$ cat src/rtl/dmac_pkg.sv
// rtl/dmac_pkg.sv - shared states and AXI constants for the DMA write engine
package dmac_pkg;

    typedef enum logic [1:0] {
        ST_IDLE = 2'd0,
        ST_AW   = 2'd1,
        ST_W    = 2'd2,
        ST_B    = 2'd3
    } state_t;

    localparam logic [2:0] SIZE_4B    = 3'b010;
    localparam logic [1:0] BURST_INCR = 2'b01;
    localparam logic [1:0] RESP_OKAY  = 2'b00;
    localparam logic [3:0] STRB_ALL   = 4'hF;

endpackage

$ cat src/rtl/dmac_wr_engine.sv
// rtl/dmac_wr_engine.sv - AXI write engine draining a source FIFO into INCR bursts
//
// Ports:
//   clk, rst_n                      clock, synchronous active-low reset
//   start_i, dst_addr_i, byte_len_i transfer launch (sampled in IDLE only)
//   done_o, error_o                 completion pulse, sticky bad-response flag
//   fifo_empty_i/rden_o/rdata_i     external source FIFO (show-ahead head data)
//   aw*                             AXI write address channel
//   w*                              AXI write data channel
//   bresp_i, bvalid_i, bready_o     AXI write response channel
module dmac_wr_engine
    import dmac_pkg::*;
#(
    parameter int DATA_WIDTH = 32,
    parameter int MAX_BURST  = 16
) (
    input  logic                  clk,
    input  logic                  rst_n,
    input  logic                  start_i,
    input  logic [31:0]           dst_addr_i,
    input  logic [15:0]           byte_len_i,
    output logic                  done_o,
    output logic                  error_o,
    input  logic                  fifo_empty_i,
    output logic                  fifo_rden_o,
    input  logic [DATA_WIDTH-1:0] fifo_rdata_i,
    output logic [31:0]           awaddr_o,
    output logic [3:0]            awlen_o,
    output logic                  awvalid_o,
    input  logic                  awready_i,
    output logic [2:0]            awsize_o,
    output logic [1:0]            awburst_o,
    output logic [3:0]            wstrb_o,
    output logic [DATA_WIDTH-1:0] wdata_o,
    output logic                  wlast_o,
    output logic                  wvalid_o,
    input  logic                  wready_i,
    input  logic [1:0]            bresp_i,
    input  logic                  bvalid_i,
    output logic                  bready_o
);

    localparam logic [3:0] MAX_LEN = 4'(MAX_BURST - 1);

    state_t      state;
    state_t      state_next;
    logic [31:0] addr;
    logic [15:0] rem;
    logic [3:0]  wcnt;
    logic [3:0]  awlen_q;
    logic        done_q;
    logic        error_q;

    logic [3:0]  burst_len;
    logic [4:0]  beats;
    logic [15:0] rem_after;

    // rem never changes while in AW, so awlen_o is stable during an AW stall.
    always_comb begin
        burst_len = MAX_LEN;
        if (rem < 16'(MAX_BURST)) begin
            burst_len = 4'(rem - 16'd1);
        end
    end

    assign beats     = {1'b0, awlen_q} + 5'd1;
    assign rem_after = rem - {11'd0, beats};

    assign awaddr_o  = addr;
    assign awlen_o   = awvalid_o ? burst_len : 4'd0;
    assign awsize_o  = SIZE_4B;
    assign awburst_o = BURST_INCR;
    assign wstrb_o   = STRB_ALL;
    assign wdata_o   = fifo_rdata_i;
    assign done_o    = done_q;
    assign error_o   = error_q;

    always_ff @(posedge clk) begin
        if (!rst_n) begin
            state <= ST_IDLE;
        end else begin
            state <= state_next;
        end
    end

    always_comb begin
        state_next  = state;
        awvalid_o   = 1'b0;
        wvalid_o    = 1'b0;
        wlast_o     = 1'b0;
        fifo_rden_o = 1'b0;
        bready_o    = 1'b0;
        case (state)
            ST_IDLE: begin
                // A zero-length start completes from IDLE without bus traffic.
                if (start_i && (byte_len_i != 16'd0)) begin
                    state_next = ST_AW;
                end
            end
            ST_AW: begin
                awvalid_o = 1'b1;
                if (awready_i) begin
                    state_next = ST_W;
                end
            end
            ST_W: begin
                wvalid_o    = !fifo_empty_i;
                wlast_o     = (wcnt == 4'd0);
                // Pop exactly on the handshake so the FIFO head feeds the next beat.
                fifo_rden_o = wvalid_o && wready_i;
                if (fifo_rden_o && wlast_o) begin
                    state_next = ST_B;
                end
            end
            ST_B: begin
                bready_o = 1'b1;
                if (bvalid_i) begin
                    state_next = (rem_after != 16'd0) ? ST_AW : ST_IDLE;
                end
            end
            default: state_next = ST_IDLE;
        endcase
    end

    always_ff @(posedge clk) begin
        if (!rst_n) begin
            addr    <= 32'd0;
            rem     <= 16'd0;
            wcnt    <= 4'd0;
            awlen_q <= 4'd0;
            done_q  <= 1'b0;
            error_q <= 1'b0;
        end else begin
            done_q <= 1'b0;
            case (state)
                ST_IDLE: begin
                    if (start_i) begin
                        addr    <= dst_addr_i;
                        rem     <= byte_len_i >> 2;
                        error_q <= 1'b0;
                        if (byte_len_i == 16'd0) begin
                            done_q <= 1'b1;
                        end
                    end
                end
                ST_AW: begin
                    if (awready_i) begin
                        wcnt    <= burst_len;
                        awlen_q <= burst_len;
                    end
                end
                ST_W: begin
                    if (fifo_rden_o) begin
                        wcnt <= wcnt - 4'd1;
                    end
                end
                ST_B: begin
                    if (bvalid_i) begin
                        if (bresp_i != RESP_OKAY) begin
                            error_q <= 1'b1;
                        end
                        addr <= addr + {25'd0, beats, 2'b00};
                        rem  <= rem_after;
                        if (rem_after == 16'd0) begin
                            done_q <= 1'b1;
                        end
                    end
                end
                default: ;
            endcase
        end
    end

endmodule
$ cat config.mk
export PLATFORM = sky130hd
export DESIGN_NAME = dmac_wr_engine
export DESIGN_NICKNAME = d
export VERILOG_FILES = /design/src/rtl/dmac_pkg.sv /design/src/rtl/dmac_wr_engine.sv
export SDC_FILE = /design/constraint.sdc
export NUM_CORES = 1
export LEC_CHECK = 0
export ABC_CLOCK_PERIOD_IN_PS = 5500
export CORE_MARGIN = 3
export CORE_UTILIZATION = 45
export CTS_CLUSTER_SIZE = 8
export DETAILED_ROUTE_END_ITERATION = 7
export PLACE_DENSITY = 0.83
export SYNTH_ARGS = -nofsm -noshare
export SYNTH_HDL_FRONTEND = slang
export SYNTH_SLANG_ARGS = --single-unit
$ cat constraint.sdc
create_clock -name clk -period 5.5 [get_ports clk]
set_input_delay 1.1 -clock clk [delete_from_list [all_inputs] [get_ports clk]]
set_output_delay 1.1 -clock clk [all_outputs]
set_load 0.01 [all_outputs]
==> flow_metrics.tcl <==
set metrics [dict create \
    cts_tree "done" \
    slowest_stage "nor4_1" \
    final_util_pct 57.1 \
    timing.fmax_ghz 0.269 \
    synth_edf_count 0 \
    status "finished clean" \
    hpwl_um 9560 \
    num_antenna_cells 0 \
    clk_latency_ns 0.35 \
    avgSynthCellArea_um2 7.59 \
    cts_hold_buf 0 \
    dieArea_mm2 0.0109 \
    die_x_um 104 \
    firstDrtPassIters 6 \
    clk_pin_slew_ns 0.07 \
    syn_area_mm2 0.00436 \
    dieHeight_um 104 \
    cts.sinks 60 \
    hold_viol_final 0 \
    final_common_cell "clkdlybuf4s50_1" \
    drc 0 \
    ir_worst_vdd_uv 203 \
    synthMuxAreaShare_pct 1.41 \
    synth_compound_area_share_pct 24.0 \
    grt_pass1_vias 4436 \
    syn_to_final_growth_pct 22.1 \
    r2r-start "awlen_q[0]" \
    root_buffer "clkbuf_8" \
    grt-ovfl-total 0 \
    ff2ff_path_depth 10 \
    numPortBuffers 99 \
    yosys_most_used_dff "dfxtp_1" \
    worstPathArrival_ns 2.62 \
    grt_pass1_wl_um 21600 \
    gr-usage-all-layers_pct 23.8 \
    final_antenna_net_count 0 \
    clockBufferDepth 2 \
    power-per-cell-area_mw_per_mm2 513 \
    fp.coreArea_mm2 0.00933 \
    drt_iter0_drc 354 \
    layout_common_cells "clkdlybuf4s50_1, dfxtp_1, nor2_1, nand2_1, a21oi_1" \
    crit_chain "nor4_1 -> nand2_1 -> nor2_1 -> nand2_1 -> and2_1 -> clkdlybuf4s50_1" \
    async_flop_share_pct 0 \
    place_congestion 0.940 \
    finClkSkew_ns 0.00887 \
    ios 173 \
    cts_buffers 9 \
    fin_tns_setup_ns 0 \
    grt_max_degree 34 \
    ys_seq_area_share_pct 27.5 \
    p_leak_nw 1.97 \
    fin_crit_ns 3.72 \
    initial_utilization_pct 46.8 \
    hold_start "awaddr_o[0]" \
    slew_viol_final 0 \
    cts_resized 0 \
    hold_path_class "flip-flop to flip-flop" \
    rows 35 \
    drive_above_1_share_pct 5.57 \
    drt_wl_total_um 13300 \
    worst_slew_pin_slew_ns 0.983 \
    cp-start-kind "flip-flop" \
    routed_via_density 6.08 \
    rsz0062_at_grt "no" \
    fin_nets 734 \
    r2r_end "awaddr_o[28]" \
    cp_top_family "simple AND/OR/NAND/NOR gates" \
    slew_headroom_pct 34.4 \
    synthAdderAreaFrac_pct 6.37 \
    timing.final.crit_share_pct 67.7 \
    whs_path_depth 2 \
    synth_top_family_by_area "simple AND/OR/NAND/NOR gates" \
    avgRoutedWirePerCell_um 17.6 \
    cts_max_level 3 \
    path_buf_inv 1 \
    synth-xor-area-share_pct 3.61 \
    required_ns 4.40 \
    yosys_warnings 0 \
    antenna_found_initial 0 \
    setup_viol 0 \
    cp_slowest_stage_delay_ns 0.55 \
    critPathMostFrequentCell "nand2_1" \
    post-cts-setup-buffer-count 0 \
    syn-instance-count 575 \
    ys_types 66 \
    n_fill_cell 852 \
    holdPathEnd "awaddr_o[0]" \
    yosys.area_share.simple_pct 24.7 \
    cp_max_fo 6 \
    cap_violations 0 \
    crit_path_end_kind "output port" \
    r2r_slack_ns 2.29 \
    vias 4601 \
    synth_seq_cells 60 \
    critPathKind "flip-flop to output port" \
]
[flip-flops by register name, indices dropped and copies added (netlist names)]
name and count:
wcnt 4, done_o 1, awaddr_o 32, error_o 1, state 2, rem 16
awlen_q 4
[worst max-delay path by stage]
stage	startpoint	end	cells after the start
after floorplan	awlen_q[2]	done_o	12
after global placement	start_i	awaddr_o[9]	8
after detailed placement	start_i	awaddr_o[24]	8
after CTS	rem[12]	awlen_o[1]	6
after global routing	rem[12]	awlen_o[1]	6
final	rem[12]	awlen_o[1]	6
[final cells by class]
class,count,area (um^2),area share [%]
Clock buffer,10,138,2.58
Clock inverter,5,52.6,0.986
Inverter,20,75.1,1.41
Multi-Input combinational cell,428,2660,50.0
Sequential cell,60,1200,22.5
Tap cell,129,161,3.03
Timing Repair Buffer,105,1040,19.4
[tightest hold or removal path: cells and delay by family (launching register included)]
family	cells	cell delay (ns)
flip-flops	1	0.31
AND/OR/NAND/NOR	1	0.05
AO/OA/AOI/OAI	1	0.05
[routing by layer]
layer	track usage [%]	vias to the layer above	part of all wire [%]
li1	-	2143	-
met1	29.9	2144	41
met2	38.7	250	48
met3	4.22	64	8.1
met4	12.8	0	3.4
met5	0	-	0
[metrics by stage]
stage                     hold WS (ns)  instance area, um^2  power [W]  std cells  setup slack, ns
after floorplan                  0.450                 4390    0.00182        582             2.79
after global placement           0.445                 5140    0.00225        742             1.82
after detailed placement         0.448                 5140    0.00230        742             1.63
after CTS                        0.456                 5330    0.00270        757             1.86
after global routing             0.487                 5330    0.00293        757             1.57
final                            0.454                 5330    0.00273        757             1.78
[synthesized netlist by cell type (all sizes together), types with 2 or more instances]
library cell  instances  area [um^2]
fa                    2         40.0
o21ai                33          169
nand3                18         90.1
o22ai                 5         31.3
nand2b                8         50.1
o221ai                2         17.5
dfxtp                60         1200
inv                  20         75.1
a211oi               11         87.6
nand4                 7         43.8
xor2                 11         96.3
a221oi               14          123
mux2i                 5         50.1
nor4                  8         50.1
nor4b                 2         17.5
xnor2                 7         61.3
a22oi                 4         30.0
and2                  5         31.3
o211ai                2         15.0
a31oi                 2         12.5
a2111oi               3         26.3
or4                   3         22.5
ha                   19          238
o21bai                4         30.0
buf                  48          358
nor2b                 6         37.5
nor2                 59          221
a211o                 2         18.8
conb                  2         7.51
a222oi                2         20.0
nand2                44          165
o31ai                 2         15.0
a21o                  3         22.5
clkbuf               26         97.6
o311ai                2         17.5
o2111ai               2         17.5
a311oi                7         61.3
and3                 21          131
o21a                  4         30.0
nand3b                3         22.5
a21oi                45          229
nor3                 27          145
a31o                  3         26.3
[report_power, final]
group	switching, W	internal, W
clock	0.000186	0.000217
sequential	0.000181	0.000576
combinational	0.000879	0.000696
total	0.00125	0.00149
[kinds of logic (layout without fill, tap and decap cells)]
logic type,after synthesis,after routing
XOR/XNOR,18,18
flip-flops,60,60
adder cells (fa/ha/maj),21,21
AO/OA/AOI/OAI,157,157
multiplexers,6,6
other,2,9
buffers and inverters,94,140
AND/OR/NAND/NOR,217,217
No activity file was read; power rests on OpenSTA's default activity.
